File: config.mk
export PLATFORM = sky130hd
export DESIGN_NAME = mem_miss_arbiter
export DESIGN_NICKNAME = d
export VERILOG_FILES = /design/src/rtl/mem_miss_arbiter.sv
export SDC_FILE = /design/constraint.sdc
export NUM_CORES = 1
export LEC_CHECK = 0
export ABC_AREA = 1
export CAP_MARGIN = 20
export CORE_ASPECT_RATIO = 0.8
export CORE_MARGIN = 1
export CORE_UTILIZATION = 38
export DETAILED_ROUTE_END_ITERATION = 8
export PLACE_DENSITY = 0.87
export SKIP_CTS_REPAIR_TIMING = 1
export SKIP_LAST_GASP = 1
export SLEW_MARGIN = 20
export SYNTH_ARGS = -nofsm -noshare
export SYNTH_HDL_FRONTEND = slang
export SYNTH_SLANG_ARGS = --single-unit
File: constraint.sdc
create_clock -name clk -period 3.35 [get_ports clk]
set_input_delay 0.67 -clock clk [delete_from_list [all_inputs] [get_ports clk]]
set_output_delay 0.67 -clock clk [all_outputs]
set_load 0.01 [all_outputs]
File: src/rtl/mem_miss_arbiter.sv
// mem_miss_arbiter: shares one main memory between I-cache fills, D-cache fills and D-cache stores.
// Optional MEM_ARB_ROUND_ROBIN_EN alternates I/D fill grants under contention (stores always first).
module mem_miss_arbiter #(
   parameter int ADDR_W      = 16,
   parameter int DATA_W      = 16,
   parameter int BLOCK_WORDS = 8,
   parameter int MEM_LAT     = 4,
   localparam int OW         = $clog2(BLOCK_WORDS)
) (
   input  logic              clk,
   input  logic              rst,
   input  logic              i_req,
   input  logic [ADDR_W-1:0] i_addr,
   input  logic              d_req,
   input  logic              d_wr,
   input  logic [ADDR_W-1:0] d_addr,
   input  logic [DATA_W-1:0] d_wdata,
   output logic              mem_en,
   output logic              mem_wr,
   output logic [ADDR_W-1:0] mem_addr,
   output logic [DATA_W-1:0] mem_wdata,
   input  logic [DATA_W-1:0] mem_rdata,
   input  logic              mem_valid,
   output logic [DATA_W-1:0] fill_data,
   output logic [OW-1:0]     fill_offset,
   output logic              i_fill_we,
   output logic              d_fill_we,
   output logic              i_done,
   output logic              d_done,
   output logic              busy
);
   if (BLOCK_WORDS < 2 || (BLOCK_WORDS & (BLOCK_WORDS - 1)) != 0 || MEM_LAT < 1) begin : g_cfg_err
      $error("mem_miss_arbiter: BLOCK_WORDS must be a power of 2 >= 2 and MEM_LAT >= 1");
   end
   typedef enum logic [2:0] {IDLE, STORE, ISSUE, DRAIN, DONE} state_t;
   localparam logic [ADDR_W-1:0] MASK = ~ADDR_W'(2 * BLOCK_WORDS - 1);
   state_t            state_q, state_d;
   logic              owner_q, owner_d;
   logic [ADDR_W-1:0] base_q, base_d;
   logic [OW-1:0]     issue_q, issue_d;
   logic [OW:0]       ret_q, ret_d;
   logic              acc, fill_i, fill_d, grant_i;
   assign fill_i = i_req;
   assign fill_d = d_req & ~d_wr;
   // owner_q: 0 = I-cache, 1 = D-cache
`ifdef MEM_ARB_ROUND_ROBIN_EN
   logic last_q, last_d;
   assign grant_i = fill_i & (~fill_d | last_q);
`else
   assign grant_i = fill_i;
`endif
   assign acc = mem_valid & (state_q == ISSUE || state_q == DRAIN) & ~ret_q[OW];
   always_comb begin
      state_d = state_q;
      owner_d = owner_q;
      base_d  = base_q;
      issue_d = issue_q;
      ret_d   = ret_q + (OW + 1)'(acc);
`ifdef MEM_ARB_ROUND_ROBIN_EN
      last_d  = last_q;
`endif
      case (state_q)
         IDLE: begin
            ret_d = '0;
            if (d_req & d_wr) begin
               state_d = STORE;
               owner_d = 1'b1;
            end else if (fill_i | fill_d) begin
               state_d = ISSUE;
               owner_d = ~grant_i;
               base_d  = (grant_i ? i_addr : d_addr) & MASK;
               issue_d = '0;
`ifdef MEM_ARB_ROUND_ROBIN_EN
               last_d  = ~grant_i;
`endif
            end
         end
         STORE: state_d = DONE;
         ISSUE: begin
            issue_d = issue_q + 1'b1;
            state_d = ret_d[OW] ? DONE : (issue_q == OW'(BLOCK_WORDS - 1)) ? DRAIN : ISSUE;
         end
         DRAIN: state_d = ret_d[OW] ? DONE : DRAIN;
         DONE: begin
            state_d = IDLE;
            issue_d = '0;
            ret_d   = '0;
         end
         default: state_d = IDLE;
      endcase
   end
   always_ff @(posedge clk or negedge rst) begin
      if (!rst) begin
         state_q <= IDLE;
         owner_q <= 1'b0;
         base_q  <= '0;
         issue_q <= '0;
         ret_q   <= '0;
`ifdef MEM_ARB_ROUND_ROBIN_EN
         last_q  <= 1'b1;
`endif
      end else begin
         state_q <= state_d;
         owner_q <= owner_d;
         base_q  <= base_d;
         issue_q <= issue_d;
         ret_q   <= ret_d;
`ifdef MEM_ARB_ROUND_ROBIN_EN
         last_q  <= last_d;
`endif
      end
   end
   // Memory strobes decode from registered state; fills pass returning data straight through.
   assign mem_en      = state_q == STORE || state_q == ISSUE;
   assign mem_wr      = state_q == STORE;
   assign mem_addr    = state_q == STORE ? d_addr :
                        state_q == ISSUE ? base_q + ADDR_W'({issue_q, 1'b0}) : '0;
   assign mem_wdata   = state_q == STORE ? d_wdata : '0;
   assign fill_data   = acc ? mem_rdata : '0;
   assign fill_offset = acc ? ret_q[OW-1:0] : '0;
   assign i_fill_we   = acc & ~owner_q;
   assign d_fill_we   = acc & owner_q;
   assign i_done      = state_q == DONE && !owner_q;
   assign d_done      = state_q == DONE && owner_q;
   assign busy        = state_q != IDLE;
endmodule

Word-level counts from Yosys, hierarchy flattened
Cells that the tools add are included.
Widths: inputs -> output; s select.

word-level totals
  flip-flop bits (word level) = 23

operators by class
  bitwise operators = 12
  reduce and logical (&&, ||, !) cells = 13
  multiplexer cells = 18
  equal/unequal tests = 8
  $add $sub $neg = 3

operator list
  operator             count
  $mux 16              5
  $mux 3               7
  $add 16x4->16        1
  $pmux 3 s4           1
  $pmux 3 s3           1
  $and 1x1->1          6
  $eq 3x2->1 const B   2
  $eq 3x3->1 const B   2
  $reduce_and 3->1     2
  $reduce_bool 3->1    2
  $not 1->1            5
  $add 4x1->4          1
  $mux 4               1
  $ne 2x2->1 const B   2
  $add 3x1->3 const B  1
  $eq 3x1->1 const B   1
  $logic_not 3->1      1
  $mux 1               3
  $ne 3x3->1 const B   1
  $logic_and 1x1->1    2
  $logic_or 1x1->1     2
  $reduce_and 2->1     1
  $reduce_bool 2->1    1
  $reduce_or 2->1      1
  2 further kinds      2

Logic depth before layout (Yosys ltp)
Gate-level depths: netlist of the first run.

  depth after elaboration = 7
  depth in mapped cells = 12
  gate-level depth less buffers = 11

Worst setup path after synthesis of the first run
OpenSTA, ideal clock, no wires.

  kind = flip-flop to output port
  start = register state_q[0]
  end = output fill_offset[0]
  arrival time = 1.217 ns
  data required time = 2.680 ns
  buffers on the path = 1
  setup slack = 1.463 ns
  cell stages (with the launch flop) = 8
  path through = dfrtp_1 -> inv_1 -> nand3_2 -> nand2_2 -> nand3_4 -> buf_6 -> inv_1 -> ha_1

between the ends
  word-level cells in the longest chain between the ends = 5
  elaborated cells on any way between the ends = 6
  those cells by class = 2 x eq/ne; 1 x mux; 2 x bitwise; 1 x reduce/logical

RTL lines
  what                        RTL line  text
  start: declaration          37        state_t state_q, state_d;
  start signal: assignment    103       state_q <= state_d;
  $eq 3x2->1                  52        assign acc = mem_valid & (state_q == ISSUE || state_q == DRAIN) & ~ret_q[OW];
  $logic_or 1x1->1 *          52
  $and 1x1->1 * (2 in a row)  52
  $mux 3 *                    120       assign fill_offset = acc ? ret_q[OW-1:0] : '0;
  end: declaration            25        output logic [OW-1:0] fill_offset,

Mark *: on every way between the ends. The rest lies on a longest branch, timed or not.

Final worst setup path of the first run
  start = input mem_valid
  end = output fill_data[1]

between the ends
  word-level cells in the longest chain between the ends = 3

RTL lines
  what                      RTL line  text
  start: declaration        23        input logic mem_valid,
  $and 1x1->1 (2 in a row)  52
  $mux 16                   119       assign fill_data = acc ? mem_rdata : '0;
  end: declaration          24        output logic [DATA_W-1:0] fill_data,

No other way between the ends.

==> results of run 1 <==
[critical path, cell delays in order]
cell,delay [ns]
clkdlybuf4s50_1,0.50
nand3_4,0.09
buf_4,0.24
nor2_2,0.11
clkdlybuf4s50_1,0.55
[power by group through the flow]
| stage | registers (mW) | logic [mW] | clock network, mW |
|---|---|---|---|
| final | 0.485 | 1.27 | 0.177 |
| after global routing | 0.496 | 1.39 | 0.194 |
| after CTS | 0.485 | 1.29 | 0.181 |
| after detailed placement | 0.488 | 1.28 | 0 |
| after global placement | 0.484 | 1.26 | 0 |
| after floorplan | 0.473 | 0.755 | 0 |
[layer usage]
metal	global-route usage [%]	vias up	part of all wire, %
met5	0	-	0
met4	3.41	0	1.2
met3	4.20	6	8.0
met2	34.4	75	49
met1	22.7	841	42
li1	-	1021	-
[layout make-up]
| cell class | instances | share of cell area (%) |
|---|---|---|
| well taps | 60 | 2.41 |
| clock buffers | 3 | 1.33 |
| multi-input cells | 180 | 30.9 |
| flip-flops and latches | 23 | 18.5 |
| clock inverters | 1 | 0.241 |
| repair buffers | 127 | 40.5 |
| inverters | 50 | 6.11 |
[worst min path at each step]
| stage | to | cells past startpoint | slack, ns |
|---|---|---|---|
| finish | base_q[8]$_DFFE_PN0P_ | 2 | 0.49 |
| global route | base_q[6]$_DFFE_PN0P_ | 2 | 0.51 |
| CTS | base_q[8]$_DFFE_PN0P_ | 2 | 0.50 |
| detailed placement | base_q[8]$_DFFE_PN0P_ | 2 | 0.47 |
| global placement | base_q[6]$_DFFE_PN0P_ | 2 | 0.47 |
| floorplan | base_q[10]$_DFFE_PN0P_ | 0 | 0.37 |
[cell families after synthesis]
| kind of cell | synth area share [%] |
|---|---|
| xor gates and xnor gates | 0.484 |
| and+or+nand+nor | 39.2 |
| AOI/OAI and AO/OA | 10.6 |
| buffers and inverters | 15.1 |
| DFF | 31.8 |
| adders and majority gates | 2.77 |
[cells in the final DEF (no fill, tap or decap), types with 3 or more instances in the layout]
| master | netlist | layout |
|---|---|---|
| clkbuf_8 | 0 | 3 |
| dfrtp_1 | 23 | 23 |
| nand2_2 | 9 | 9 |
| nor3_1 | 3 | 3 |
| buf_4 | 4 | 4 |
| ha_1 | 4 | 4 |
| or2_2 | 12 | 12 |
| clkdlybuf4s50_1 | 0 | 123 |
| o21ai_0 | 14 | 14 |
| nand3_1 | 4 | 4 |
| nor2_2 | 19 | 19 |
| nand2_1 | 69 | 69 |
| inv_1 | 47 | 47 |
| nor2_1 | 23 | 23 |
| o21ai_2 | 12 | 12 |
[state kept, by name, summed over array words and instances, names as in the netlist]
signal / cells
base_q: 12
issue_q: 3
owner_q: 1
ret_q: 4
state_q: 3
[metrics by stage]
| step | setup WS (ns) | total power, mW |
|---|---|---|
| 2_1_floorplan | 1.46 | 1.23 |
| 3_3_place_gp | 0.530 | 1.74 |
| 3_5_place_dp | 0.503 | 1.77 |
| 4_1_cts | 0.502 | 1.95 |
| 5_1_grt | 0.465 | 2.08 |
| 6_report | 0.514 | 1.93 |
==> flow_metrics.py, run 1 <==
metrics = {
    "cells_and_area": {
        "multi_input_area_um2": 961,
        "syn2layout_area_growth_pct": 72.0,
        "seqCellArea_um2": 576,
        "diodes": 0,
        "post-route-util_pct": 68.1,
        "layout.nets": 459,
        "final_layout_size_suffix_gt1_share_pct": 18.0,
        "fin_cells": 444,
        "fin_area_um2": 3110,
        "n_fill_cell": 384,
    },
    "critical_path": {
        "reg2reg_to": "state_q[1]$_DFFE_PN0P_",
        "cp-start-kind": "input pin",
        "ff2ff_path_depth": 11,
        "crit_start": "mem_valid",
        "setup.worst_path.class": "in2out",
        "cp_data_arrival_time_ns": 2.17,
        "critPathCaptureType": "output pin",
        "r2r_start": "state_q[2]$_DFFE_PN0P_",
        "r2r_setup_slack_ns": 1.66,
        "worstSetupEndpoint": "fill_data[1]",
        "required_ns": 2.68,
        "path_max_fanout": 18,
    },
    "global_routing": {
        "grt.total_usage_pct": 18.9,
        "grt_max_degree": 25,
        "grt_pass1_wl_um": 7570,
        "gr-total-overflow": 0,
        "antenna_found_initial": 0,
        "grt_pass1_vias": 1709,
    },
    "logic_synthesis": {
        "synth_cells": 263,
        "syn-num-nets": 337,
        "synthFlopType": "dfrtp_1",
        "synth_seq_area_share_pct": 31.8,
        "ys_top_cells_by_area": "dfrtp_1 (32%), nand2_1 (14%), inv_1 (9.8%)",
        "synthArstFlopShare_pct": 100,
        "synth_edf_count": 0,
        "synth_cell_type_count": 26,
        "synth_commonest_cells": "nand2_1 (69), inv_1 (47), dfrtp_1 (23), nor2_1 (23), nor2_2 (19)",
        "ys_seq_elements": 23,
        "yosys_warnings": 0,
        "post-synth-top-area-cell": "dfrtp_1",
        "synth_area_um2": 1810,
        "synth.most_common_cell": "nand2_1",
        "avgSynthCellArea_um2": 6.88,
        "yosysTopAreaCellShare_pct": 31.8,
    },
    "timing": {
        "fin_crit_sh_pct": 84.6,
        "final-max-slew-violation-count": 0,
        "whs_ns": 0.492,
        "fmax_mhz": 353,
        "tightest_slew_ns": 0.523,
        "fin_crit_ns": 2.84,
        "slew_headroom_pct": 65.1,
        "finalHoldViolations": 0,
        "setup_violations": 0,
        "finClkSkew_ns": 0.00303,
        "fin_tns_setup_ns": 0,
        "rsz0062_at_grt": "no",
    },
    "die": {
        "start_util_pct": 39.6,
        "pin_count": 128,
        "fp.dieW_um": 79.1,
        "dieArea_um2": 5040,
        "rows": 22,
        "core_area_um2": 4570,
        "die_y_um": 63.7,
    },
    "power": {
        "power_frac_clock_pct": 9.2,
        "p_per_area_nw_per_um2": 620,
        "p_leak_nw": 1.51,
        "power.switching_mw": 0.825,
        "internal_power_mw": 1.10,
        "power_frac_seq_pct": 25.2,
        "combPwrFrac_pct": 65.7,
        "ir_worst_vdd_v": 0.000491,
        "swShare_pct": 42.8,
    },
    "drt": {
        "drt_first_pass_iters": 4,
        "ant_nets": 0,
        "drc": 0,
        "drt_wl_total_um": 4840,
        "avgViaCountPerCell": 4.38,
        "vias": 1943,
        "wl_per_cell_um": 10.9,
        "drtIter0Drc": 42,
    },
    "placement": {
        "place_area_um2": 3060,
        "place_congestion": 0.765,
        "port_buffers": 123,
        "placedCellCount": 440,
        "dp_hpwl_um": 3940,
    },
    "hold_path": {
        "hold_start": "base_q[8]$_DFFE_PN0P_",
        "hold_class": "reg2reg",
    },
    "cts": {
        "clk_path_buf_depth": 2,
        "h-tree-depth": 1,
        "cts_sinks": 23,
        "clock_latency_ns": 0.26,
        "cts_tree": "yes",
        "cts_made_buffers": 3,
        "cts-root-buf": "clkbuf_8",
        "clk_pin_slew_ns": 0.08,
    },
    "outcome": {
        "status": "complete, no violations",
    },
    "flow_run": {
        "drv_cap": 0,
    },
}
Note: power is estimated with default switching activity, not from simulation.
==> run 2: changes to the inputs <==
- CORE_UTILIZATION: 38 -> 35
- PLACE_DENSITY: 0.87 -> 0.81
- clock period: 3.35 -> 2.9 ns (I/O delays scaled with it)
==> flow_metrics.py, run 2 (synthesis results as in run 1) <==
metrics = {
    "drt": {
        "drt_wl_total_um": 4990,
        "drt_first_pass_iters": 4,
        "vias": 1954,
        "wl_per_cell_um": 11.2,
        "drc": 0,
        "ant_nets": 0,
        "avgViaCountPerCell": 4.39,
        "drtIter0Drc": 57,
    },
    "timing": {
        "fin_crit_ns": 2.66,
        "fin_tns_setup_ns": 0,
        "setup_slack_ns": 0.237,
        "whs_ns": 0.487,
        "final-max-slew-violation-count": 0,
        "fin_crit_sh_pct": 91.8,
        "rsz0062_at_grt": "no",
        "finClkSkew_ns": 0.00125,
        "finalHoldViolations": 0,
        "slew_headroom_pct": 65.8,
        "fmax_mhz": 375,
        "setup_violations": 0,
        "tightest_slew_ns": 0.512,
    },
    "flow_run": {
        "drv_cap": 0,
    },
    "global_routing": {
        "antenna_found_initial": 0,
        "grt.total_usage_pct": 18.7,
        "grt_pass1_wl_um": 7800,
        "grt_max_degree": 25,
        "grt_pass1_vias": 1728,
        "gr-total-overflow": 0,
    },
    "cells_and_area": {
        "post-route-util_pct": 62.3,
        "syn2layout_area_growth_pct": 71.5,
        "diodes": 0,
        "final_layout_size_suffix_gt1_share_pct": 17.5,
        "layout_common_cells": "clkdlybuf4s50_1 (123), nand2_1 (69), inv_1 (47)",
        "regMostFlops": "base_q",
        "fin_area_um2": 3100,
        "reg_top3": "base_q: 12 flops, ret_q: 4 flops",
        "fin_cells": 445,
        "layout_commonest_cell": "clkdlybuf4s50_1",
        "layout.nets": 458,
        "largest_reg_flops": 12,
    },
    "power": {
        "power.switching_mw": 0.956,
        "p_per_area_nw_per_um2": 719,
        "combPwrFrac_pct": 65.9,
        "p_leak_nw": 1.50,
        "swShare_pct": 42.9,
        "internal_power_mw": 1.27,
        "ir_worst_vdd_v": 0.000511,
        "power_frac_clock_pct": 8.9,
        "total_power_mw": 2.23,
        "power_frac_seq_pct": 25.1,
    },
    "die": {
        "start_util_pct": 36.3,
        "pin_count": 128,
        "core_area_um2": 4980,
        "rows": 23,
        "fp.dieW_um": 82.4,
        "die_y_um": 66.3,
        "dieArea_um2": 5460,
    },
    "placement": {
        "place_congestion": 0.787,
        "dp_hpwl_um": 3990,
        "place_area_um2": 3060,
        "port_buffers": 123,
        "post-place-ws_ns": 0.232,
        "placedCellCount": 441,
    },
    "cts": {
        "clk_path_buf_depth": 2,
        "cts-root-buf": "clkbuf_8",
        "clk_pin_slew_ns": 0.08,
        "cts_made_buffers": 3,
        "cts_sinks": 23,
        "clock_latency_ns": 0.26,
        "cts_tree": "yes",
        "h-tree-depth": 1,
    },
    "critical_path": {
        "worst-path-buf-inv": 3,
        "crit_top_cell": "clkdlybuf4s50_1",
        "setup.worst_path.class": "in2out",
        "critPathCaptureType": "output pin",
        "cp-start-kind": "input pin",
        "r2r_setup_slack_ns": 1.17,
        "cp_data_arrival_time_ns": 2.08,
        "required_ns": 2.32,
        "cp_slowest_cell": "clkdlybuf4s50_1",
        "crit_path_cell_trace": "clkdlybuf4s50_1, nand3_4, buf_4, nor2_2, clkdlybuf4s50_1",
        "crit_family": "buffers and inverters",
        "path_max_fanout": 18,
        "slowest_delay_ns": 0.55,
    },
    "outcome": {
        "status": "complete, no violations",
    },
    "hold_path": {
        "hold_class": "reg2reg",
    },
}
run 2: power groups by stage:
stage	logic, mW	clock network [mW]	registers (mW)
after floorplan	0.873	0	0.547
after detailed placement	1.49	0	0.566
final	1.47	0.200	0.561
after global placement	1.46	0	0.560
after global routing	1.63	0.219	0.582
after CTS	1.49	0.207	0.561
run 2: final cells by class:
| type | count | area, um2 |
|---|---|---|
| sequential | 23 | 576 |
| timing repair buffer | 126 | 1250 |
| tap | 62 | 77.6 |
| clock buffer | 4 | 45.0 |
| fill | 443 | 1880 |
| multi-input combinational | 180 | 961 |
| inverter | 50 | 190 |
run 2: worst min-delay path, stage by stage, from the launching register on:
cell and delay [ns]:
dfrtp_1 0.35, nand2_1 0.06, o21ai_2 0.05
run 2: per-layer routing:
metal	track usage (%)	share of wire, %
met3	4.55	11
met4	3.29	0.76
met5	0	0
met2	34.5	48
met1	21.7	40
run 2: path summary, 6_finish.rpt:
kind | startpoint | to | cells after the start
min | base_q[5]$_DFFE_PN0P_ | base_q[5]$_DFFE_PN0P_ | 2
max | mem_valid | fill_data[0] | 5
min in group asynchronous | rst | ret_q[0]$_DFF_PN0_ | 2
min reg2reg | base_q[5]$_DFFE_PN0P_ | base_q[5]$_DFFE_PN0P_ | 2
max reg2reg | state_q[0]$_DFFE_PN0P_ | state_q[1]$_DFFE_PN0P_ | 11
max in group asynchronous | rst | state_q[1]$_DFFE_PN0P_ | 2
